==> src/rtl/minterm_pkg.sv <==
// Shared types and constants for the minterm sweep controller.
// Holds the FSM state encoding and the default sweep geometry.
package minterm_pkg;

    typedef enum logic [1:0] {
        S_IDLE,
        S_SETTLE,
        S_DONE
    } state_e;

    localparam int N_IN_DEF = 3;
    localparam int N_VEC    = 1 << N_IN_DEF;
    localparam int WAIT_W   = 4;

endpackage

==> src/rtl/minterm_sweep_ctrl_if.sv <==
// Handshake and result bundle between the sweep controller and its user.
// The master drives start/abort and the implementation outputs.
interface minterm_sweep_ctrl_if
    import minterm_pkg::*;
#(
    parameter int N_IN = N_IN_DEF
);

    logic                   start;
    logic                   abort;
    logic                   y_a;
    logic                   y_b;
    logic [N_IN-1:0]        stim;
    logic                   busy;
    logic                   done;
    logic                   pass;
    logic [N_IN:0]          mismatch_cnt;
    logic [(1<<N_IN)-1:0]   fail_map;
    logic                   first_fail_valid;
    logic [N_IN-1:0]        first_fail_vec;

    modport master (
        output start, abort, y_a, y_b,
        input  stim, busy, done, pass,
        input  mismatch_cnt, fail_map,
        input  first_fail_valid, first_fail_vec
    );

    modport slave (
        input  start, abort, y_a, y_b,
        output stim, busy, done, pass,
        output mismatch_cnt, fail_map,
        output first_fail_valid, first_fail_vec
    );

endinterface

==> src/rtl/minterm_result_tracker.sv <==
// Mismatch bookkeeping: count, per-vector fail map, first failing vector.
// Cleared on sweep start, updated on each sampling strobe.
module minterm_result_tracker
    import minterm_pkg::*;
#(
    parameter int N_IN = N_IN_DEF
) (
    input  logic                 clk,
    input  logic                 rst_n,
    input  logic                 clr_i,
    input  logic                 rec_i,
    input  logic                 miss_i,
    input  logic [N_IN-1:0]      vec_i,
    output logic [N_IN:0]        cnt_o,
    output logic [(1<<N_IN)-1:0] map_o,
    output logic                 ff_valid_o,
    output logic [N_IN-1:0]      ff_vec_o
);

    logic [N_IN:0]        cnt_q, cnt_d;
    logic [(1<<N_IN)-1:0] map_q, map_d;
    logic                 ffv_q, ffv_d;
    logic [N_IN-1:0]      ffvec_q, ffvec_d;

    // Next-state of the result registers: clear wins over record.
    always_comb begin
        cnt_d   = cnt_q;
        map_d   = map_q;
        ffv_d   = ffv_q;
        ffvec_d = ffvec_q;
        if (clr_i) begin
            cnt_d   = '0;
            map_d   = '0;
            ffv_d   = 1'b0;
            ffvec_d = '0;
        end else if (rec_i && miss_i) begin
            cnt_d        = cnt_q + (N_IN+1)'(1);
            map_d[vec_i] = 1'b1;
            if (!ffv_q) begin
                ffv_d   = 1'b1;
                ffvec_d = vec_i;
            end
        end
    end

    // Result registers.
    always_ff @(posedge clk or negedge rst_n) begin
        if (!rst_n) begin
            cnt_q   <= '0;
            map_q   <= '0;
            ffv_q   <= 1'b0;
            ffvec_q <= '0;
        end else begin
            cnt_q   <= cnt_d;
            map_q   <= map_d;
            ffv_q   <= ffv_d;
            ffvec_q <= ffvec_d;
        end
    end

    assign cnt_o      = cnt_q;
    assign map_o      = map_q;
    assign ff_valid_o = ffv_q;
    assign ff_vec_o   = ffvec_q;

endmodule

==> src/rtl/minterm_sweep_ctrl.sv <==
// Sweep controller: walks every input vector, holds it SETTLE cycles,
// then compares the two implementation outputs and logs mismatches.
module minterm_sweep_ctrl
    import minterm_pkg::*;
#(
    parameter int N_IN   = N_IN_DEF,
    parameter int SETTLE = 2
) (
    input  logic                 clk,
    input  logic                 rst_n,
    minterm_sweep_ctrl_if.slave  bus
);

    localparam int NV = (N_IN == N_IN_DEF) ? N_VEC : (1 << N_IN);
    localparam logic [N_IN-1:0]   LAST   = N_IN'(NV - 1);
    localparam logic [WAIT_W-1:0] W_LAST = WAIT_W'(SETTLE - 1);

    state_e              state_q, state_d;
    logic [N_IN-1:0]     stim_q, stim_d;
    logic [WAIT_W-1:0]   wait_q, wait_d;
    logic                busy_q, busy_d;
    logic                done_q, done_d;
    logic                pass_q, pass_d;
    logic                clr, rec;
    logic                sample, last_vec, go;
    logic [N_IN:0]       cnt;
    logic [(1<<N_IN)-1:0] map;
    logic                ffv;
    logic [N_IN-1:0]     ffvec;

    assign sample   = (state_q == S_SETTLE) && (wait_q == W_LAST);
    assign last_vec = (stim_q == LAST);
    assign go       = bus.start && !bus.abort;

    // State register.
    always_ff @(posedge clk or negedge rst_n) begin
        if (!rst_n) state_q <= S_IDLE;
        else        state_q <= state_d;
    end

    // Next-state: abort beats start and beats the final sample.
    always_comb begin
        state_d = state_q;
        unique case (state_q)
            S_IDLE:   if (go) state_d = S_SETTLE;
            S_SETTLE: begin
                if (bus.abort)
                    state_d = S_IDLE;
                else if (sample && last_vec)
                    state_d = S_DONE;
            end
            S_DONE:   state_d = S_IDLE;
            default:  state_d = S_IDLE;
        endcase
    end

    // Output/datapath control derived from the current state.
    always_comb begin
        clr    = 1'b0;
        rec    = 1'b0;
        stim_d = stim_q;
        wait_d = wait_q;
        busy_d = busy_q;
        done_d = 1'b0;
        pass_d = pass_q;
        unique case (state_q)
            S_IDLE: begin
                if (go) begin
                    clr    = 1'b1;
                    stim_d = '0;
                    wait_d = '0;
                    busy_d = 1'b1;
                    pass_d = 1'b0;
                end
            end
            S_SETTLE: begin
                if (bus.abort) begin
                    busy_d = 1'b0;
                    pass_d = 1'b0;
                end else if (sample) begin
                    rec = 1'b1;
                    if (!last_vec) begin
                        stim_d = stim_q + N_IN'(1);
                        wait_d = '0;
                    end
                end else begin
                    wait_d = wait_q + WAIT_W'(1);
                end
            end
            S_DONE: begin
                done_d = 1'b1;
                busy_d = 1'b0;
                pass_d = (cnt == '0);
            end
            default: ;
        endcase
    end

    // Stimulus, settle counter and status registers.
    always_ff @(posedge clk or negedge rst_n) begin
        if (!rst_n) begin
            stim_q <= '0;
            wait_q <= '0;
            busy_q <= 1'b0;
            done_q <= 1'b0;
            pass_q <= 1'b0;
        end else begin
            stim_q <= stim_d;
            wait_q <= wait_d;
            busy_q <= busy_d;
            done_q <= done_d;
            pass_q <= pass_d;
        end
    end

    minterm_result_tracker #(
        .N_IN (N_IN)
    ) u_trk (
        .clk        (clk),
        .rst_n      (rst_n),
        .clr_i      (clr),
        .rec_i      (rec),
        .miss_i     (bus.y_a != bus.y_b),
        .vec_i      (stim_q),
        .cnt_o      (cnt),
        .map_o      (map),
        .ff_valid_o (ffv),
        .ff_vec_o   (ffvec)
    );

    assign bus.stim             = stim_q;
    assign bus.busy             = busy_q;
    assign bus.done             = done_q;
    assign bus.pass             = pass_q;
    assign bus.mismatch_cnt     = cnt;
    assign bus.fail_map         = map;
    assign bus.first_fail_valid = ffv;
    assign bus.first_fail_vec   = ffvec;

endmodule
==> src/flat_wrapper.sv <==
// flat-port wrapper written by rule: the top's interface ports become plain ports
module minterm_sweep_ctrl_flat import minterm_pkg::*;
#(
    parameter int N_IN   = N_IN_DEF,
    parameter int SETTLE = 2
)
  (clk, rst_n, bus_start, bus_abort, bus_y_a, bus_y_b, bus_stim, bus_busy, bus_done, bus_pass, bus_mismatch_cnt, bus_fail_map, bus_first_fail_valid, bus_first_fail_vec);
  minterm_sweep_ctrl_if #(.N_IN(N_IN)) bus_i ();
  input  logic clk;
  input  logic rst_n;
  input wire logic [$bits(bus_i.start)-1:0] bus_start;
  input wire logic [$bits(bus_i.abort)-1:0] bus_abort;
  input wire logic [$bits(bus_i.y_a)-1:0] bus_y_a;
  input wire logic [$bits(bus_i.y_b)-1:0] bus_y_b;
  output wire logic [$bits(bus_i.stim)-1:0] bus_stim;
  output wire logic [$bits(bus_i.busy)-1:0] bus_busy;
  output wire logic [$bits(bus_i.done)-1:0] bus_done;
  output wire logic [$bits(bus_i.pass)-1:0] bus_pass;
  output wire logic [$bits(bus_i.mismatch_cnt)-1:0] bus_mismatch_cnt;
  output wire logic [$bits(bus_i.fail_map)-1:0] bus_fail_map;
  output wire logic [$bits(bus_i.first_fail_valid)-1:0] bus_first_fail_valid;
  output wire logic [$bits(bus_i.first_fail_vec)-1:0] bus_first_fail_vec;
  assign bus_i.start = bus_start;
  assign bus_i.abort = bus_abort;
  assign bus_i.y_a = bus_y_a;
  assign bus_i.y_b = bus_y_b;
  assign bus_stim = bus_i.stim;
  assign bus_busy = bus_i.busy;
  assign bus_done = bus_i.done;
  assign bus_pass = bus_i.pass;
  assign bus_mismatch_cnt = bus_i.mismatch_cnt;
  assign bus_fail_map = bus_i.fail_map;
  assign bus_first_fail_valid = bus_i.first_fail_valid;
  assign bus_first_fail_vec = bus_i.first_fail_vec;
  minterm_sweep_ctrl #(.N_IN(N_IN), .SETTLE(SETTLE)) u_core (.clk(clk), .rst_n(rst_n), .bus(bus_i));
endmodule
==> config.mk <==
export PLATFORM = sky130hd
export DESIGN_NAME = minterm_sweep_ctrl_flat
export DESIGN_NICKNAME = d
export VERILOG_FILES = /design/src/rtl/minterm_pkg.sv /design/src/rtl/minterm_sweep_ctrl_if.sv /design/src/rtl/minterm_result_tracker.sv /design/src/rtl/minterm_sweep_ctrl.sv /design/src/flat_wrapper.sv
export SDC_FILE = /design/constraint.sdc
export NUM_CORES = 1
export LEC_CHECK = 0
export ABC_AREA = 1
export CAP_MARGIN = 5
export CORE_UTILIZATION = 41
export CTS_CLUSTER_DIAMETER = 60
export DETAILED_ROUTE_END_ITERATION = 8
export PLACE_DENSITY = 0.66
export SYNTH_ARGS = -nofsm -noshare
export SYNTH_HDL_FRONTEND = slang
export SYNTH_SLANG_ARGS = --single-unit
==> constraint.sdc <==
create_clock -name clk -period 2.9 [get_ports clk]
set_input_delay 0.435 -clock clk [delete_from_list [all_inputs] [get_ports clk]]
set_output_delay 0.435 -clock clk [all_outputs]
set_load 0.01 [all_outputs]
Yosys cells after proc, flatten, opt, wreduce, memory -nomap -nowiden. Cells that the tools add are included.

Word-level logic and storage cells: 81. Output and inout bits: 22. Input bits: 6. Bits in registers: 28.

Equality and inequality tests: 13. Reduce and logical (&&, ||, !) cells: 16. Magnitude comparators: 2. Add/sub/neg operators: 3. Multiplexer cells: 36. Bitwise operators: 1.

Operators with widths (count): 4-bit 2-to-1 mux (6); 3-bit 2-to-1 mux (7); 8-bit 2-to-1 mux (2); 1-bit 2-to-1 mux (12); 4-bit by 1-bit adder with 4-bit output, second input constant (2); 8-bit OR (1); 4-bit case mux with 2 select lines (1); 2-bit 2-to-1 mux (3); 2-bit by 1-bit != test with 1-bit output, second input constant (3); 2-bit != test, second input constant (3); 3-bit != test, second input constant (2); 1-bit case mux with 3 select lines (2); 3-bit case mux with 2 select lines (1); 1-bit logical AND (5); 5-bit AND reduction (1); 4-bit by 1-bit == test with 1-bit output, second input constant (1); 4-bit zero test (1); 3-bit by 4-bit less-than comparator with 1-bit output, second input constant (1); 2-bit case mux with 2 select lines (1); 2-bit AND reduction (2); 4-bit AND reduction (1); 2-bit nonzero test (2); 3-bit by 1-bit adder with 3-bit output, second input constant (1); 1-bit demux with 3-bit select (1); other kinds (9) (9).

Longest topological paths before layout.
Word-level depth: 8. Depth in mapped cells: 10.

Modules after synthesis. Synthesis repeated with hierarchy kept, for this count alone.

Cell total of the unflattened synthesis: 179. Area, all modules: 1522.7 µm².

Modules (own cells, without submodules): minterm_sweep_ctrl (cells each 101, area each 797.0 µm², instances 1); minterm_result_tracker (cells each 78, area each 725.7 µm², instances 1).

Worst setup path before layout. No wires, ideal clock.

Path type: register to register. Start point: reg u_core.stim_q[1] (netlist: u_core.bus.stim[1]). End point: reg u_core.wait_q[2]. Path slack: 1486 ps. Arrival time: 1293 ps. Clock period less this slack: 1414 ps. Cell stages (with the launch flop): 9. Path through: dfrtp_1 -> ha_1 -> ha_1 -> nand2_1 -> nor2_1 -> nor2_4 -> inv_1 -> nand2_1 -> o21ai_1.

Cells in the longest elaborated chain, start to end: 3.

RTL lines: start, declared (RTL line minterm_sweep_ctrl.sv:19) `logic [N_IN-1:0] stim_q, stim_d;`; start signal, assigned (RTL line minterm_sweep_ctrl.sv:108) `stim_q <= stim_d;`; 3-bit == test (RTL line minterm_sweep_ctrl.sv:32) `assign last_vec = (stim_q == LAST);`; 3-bit != test (no line); 4-bit AND reduction (no line); end signal, assigned (RTL line minterm_sweep_ctrl.sv:109) `wait_q <= wait_d;`; end, declared (RTL line minterm_sweep_ctrl.sv:20) `logic [WAIT_W-1:0] wait_q, wait_d;`.

Every way passes these cells. A chain may end at the register's enable or synchronous reset.

Final worst setup path.
Start point: reg u_core.state_q[0]. End point: reg u_core.u_trk.map_q[1] (netlist: u_core.u_trk.map_o[1]).

Cells in the longest elaborated chain, start to end: 7. Elaborated cells on any way between the ends: 10.

RTL lines: start, declared (RTL line minterm_sweep_ctrl.sv:18) `state_e state_q, state_d;`; start signal, assigned (RTL line minterm_sweep_ctrl.sv:38) `else state_q <= state_d;`; 2-bit by 1-bit == test with 1-bit output (RTL line minterm_sweep_ctrl.sv:31, minterm_sweep_ctrl.sv:66); 1-bit logical AND (RTL line minterm_sweep_ctrl.sv:31) `assign sample = (state_q == S_SETTLE) && (wait_q == W_LAST);`; 1-bit 2-to-1 mux (RTL line minterm_sweep_ctrl.sv:80) `end else if (sample) begin`; 1-bit 2-to-1 mux (RTL line minterm_sweep_ctrl.sv:77) `if (bus.abort) begin`; 1-bit 2-to-1 mux (RTL line minterm_sweep_ctrl.sv:66) `unique case (state_q)`; 1-bit logical AND (RTL line minterm_result_tracker.sv:36) `end else if (rec_i && miss_i) begin`; 2-bit nonzero test (no line); end signal, assigned (RTL line minterm_result_tracker.sv:55) `map_q <= map_d;`; end, declared (RTL line minterm_result_tracker.sv:21) `logic [(1<<N_IN)-1:0] map_q, map_d;`.

Parallel ways exist; a longest one is shown, timed or not.

==> results.sh <==
export IMPL_final_cell_count_no_fill=265
export IMPL_fmax_mhz=498.1
export IMPL_synthesis_nets=208
export IMPL_rsz0062_at_grt="false"
export IMPL_cts_sinks=28
export IMPL_root_buffer="clkbuf_8"
export IMPL_tightest_slew_ns=0.8834
export IMPL_rows=21
export IMPL_fin_crit_ns=2.008
export IMPL_finalHoldViolations=0
export IMPL_area_growth_pct=22.82
export IMPL_skew_ns=0.002697
export IMPL_final_cell_mix="nand2_1, dfrtp_1, clkdlybuf4s50_1"
export IMPL_clk_path_buf_depth=2
export IMPL_path_clk_slew_ns=0.09
export IMPL_pin_count=28
export IMPL_grt_usage_pct=16.68
export IMPL_r2r_cells=6
export IMPL_grt_antenna_before_repair=0
export IMPL_dpl_cell_count=262
export IMPL_synth_cell_area_um2=1546
export IMPL_critPathArrivalTime_ns=2.16
export IMPL_critPathMaxStageDelay_ns=0.64
export IMPL_ys_warn_count=0
export IMPL_grt_pass1_wl_um=5202
export IMPL_regArea_um2=700.7
export IMPL_path_class="reg2reg"
export IMPL_drt_initial_drc_count=47
export IMPL_slew_headroom_pct=40.94
export IMPL_drt_total_wl_um=2981
export IMPL_crit_path_cell_trace="inv_1 > ha_1 > nand3_1 > buf_4 > nand2_1 > nand2_1"
export IMPL_endpoint_kind="flip-flop"
export IMPL_fillers=336
export IMPL_preCtsSetupSlack_ns=0.5919
export IMPL_firstDrtPassIters=5
export IMPL_status="finished, final reports clean"
export IMPL_vias=1274
export IMPL_p_leak_nw=0.9922
export IMPL_drv_slew=0
export IMPL_multi_input_area_um2=724.4
export IMPL_finalNetCount=237
export IMPL_ys_seq_area_share_pct=45.31
export IMPL_postCtsSetupBuffers=0
export IMPL_cap_violations=0
export IMPL_synthCells=192
export IMPL_grtUsageMet2_pct=29.79
export IMPL_io_buffers=27
export IMPL_grt_overflow=0
export IMPL_wire_per_inst_um=11.25
export IMPL_irDropWorstVdd_mv=0.3381
export IMPL_cts_tree="built"
export IMPL_die_width_um=63.42
export IMPL_gp_congestion=0.7879
export IMPL_ys_types=19
export IMPL_n_antenna_cell=0
export IMPL_hold_depth=2
export IMPL_core_area_um2=3468
export IMPL_detail_route_antenna_nets=0
export IMPL_die_height_um=63.42
export IMPL_hpwl_um=2324
export IMPL_slowest_stage="nand3_1"
export IMPL_start_util_pct=44.59
export IMPL_powerDensity_nw_per_um2=613.8
export IMPL_required_ns=3.06
export IMPL_critPathLaunchType="flip-flop"
export IMPL_path_max_fanout=25
export IMPL_htreeDepth=1
export IMPL_hold_path_class="reg2reg"
export IMPL_gr_usage_met3_pct=4.167
export IMPL_layout_setup_ws_ns=0.8922
export IMPL_synth_area_per_cell_um2=8.055
export IMPL_grt_busiest_layer="met2"
export IMPL_drive_gt1_share_pct=5.479
export IMPL_via_per_inst=4.808
export IMPL_tns_ns=0
export IMPL_grt_max_degree=29
export IMPL_ys_seq_elements=28
export IMPL_grt_pass1_vias=1222
export IMPL_layout_commonest_cell="nand2_1"
export IMPL_met1_usage_pct=19.12
export IMPL_fin_crit_sh_pct=69.23
export IMPL_drc_errors=0
export IMPL_setup_viol=0
export IMPL_die_area_um2=4021
export IMPL_cts_buffers=3
export IMPL_worstSkewPairLatency_ns=0.27
export IMPL_path_common_cell="nand2_1"
export IMPL_holdBufCountCts=0
export IMPL_cts_resized=0
==> cells in the mapped netlist <==
| library cell | number | area, um^2 |
|---|---|---|
| inv_1 | 23 | 86.33 |
| ha_1 | 10 | 125.1 |
| nand3_2 | 1 | 10.01 |
| buf_2 | 4 | 20.02 |
| nand3_1 | 23 | 115.1 |
| xor2_1 | 3 | 26.28 |
| inv_2 | 1 | 3.750 |
| nand3b_1 | 3 | 22.52 |
| a21oi_1 | 1 | 5.000 |
| o21ai_1 | 1 | 5.000 |
| buf_6 | 1 | 11.26 |
| nor3_1 | 8 | 40.04 |
| nand4_2 | 2 | 25.02 |
| nor2_1 | 7 | 26.28 |
| nor2_4 | 3 | 33.78 |
| nand4_1 | 2 | 12.51 |
| nand2_1 | 62 | 232.7 |
| dfrtp_1 | 28 | 700.7 |
| o21ai_0 | 9 | 45.04 |
==> routing by layer <==
layer	part of all wire, %	vias up
met3	3.1	4
met5	0	-
met2	50	16
li1	-	668
met4	1.2	0
met1	46	586
==> area by class of cell <==
| cell class | count | area share, % |
|---|---|---|
| Tap cell | 46 | 3.030 |
| Timing Repair Buffer | 29 | 15.02 |
| Clock buffer | 3 | 2.174 |
| Inverter | 24 | 4.743 |
| Sequential cell | 28 | 36.89 |
| Multi-Input combinational cell | 135 | 38.14 |
==> stage by stage <==
step                      total power [mW]  utilization [%]  hold WS (ns)  area (um^2)
after floorplan                     0.8092                -        0.1394         1546
after global placement              0.9543            53.57        0.4660         1858
after detailed placement            0.9776            53.57        0.4687         1858
after CTS                            1.185            54.76        0.4927         1899
after global routing                 1.268            54.76        0.5184         1899
final                                1.166            54.76        0.4864         1899
==> registers in the layout, indices dropped and copies added, names as in the netlist <==
register	count
u_core.bus.busy	1
u_core.bus.done	1
u_core.bus.pass	1
u_core.bus.stim	3
u_core.state_q	2
u_core.u_trk.cnt_o	4
u_core.u_trk.ff_valid_o	1
u_core.u_trk.ff_vec_o	3
u_core.u_trk.map_o	8
u_core.wait_q	4
==> where the power goes <==
group	total, mW	internal, mW	leakage [nW]	switching (mW)
Clock	0.203	0.0932	0.0216	0.109
Sequential	0.516	0.446	0.385	0.0693
Combinational	0.447	0.175	0.586	0.272
==> kinds of logic after synthesis <==
logic type / Yosys count / synth area share [%]
flops: 28 / 45.31
xor+xnor: 3 / 1.699
fa+ha+maj: 10 / 8.091
buf+inv: 29 / 7.847
compound gates: 11 / 3.559
simple gates: 111 / 33.49
==> worst paths after layout <==
check                                   endpoint  slack [ns]             startpoint
hold reg to reg            u_core.u_trk.map_o[6]        0.49  u_core.u_trk.map_o[6]
setup reg to reg           u_core.u_trk.map_o[1]        0.89      u_core.state_q[0]
min in group asynchronous  u_core.u_trk.map_o[3]        0.54                  rst_n
setup / recovery           u_core.u_trk.map_o[1]        0.89      u_core.state_q[0]
hold / removal             u_core.u_trk.map_o[6]        0.49  u_core.u_trk.map_o[6]
max in group asynchronous  u_core.u_trk.cnt_o[1]        2.10                  rst_n
==> critical path: cells and delay by family (launching register included) <==
family                     cells  cell delay [ns]
buffers and inverters          2             0.51
adders and majority gates      1             0.21
and+or+nand+nor                3             0.75
DFF                            1             0.42
(Power assumes the default switching activity.)
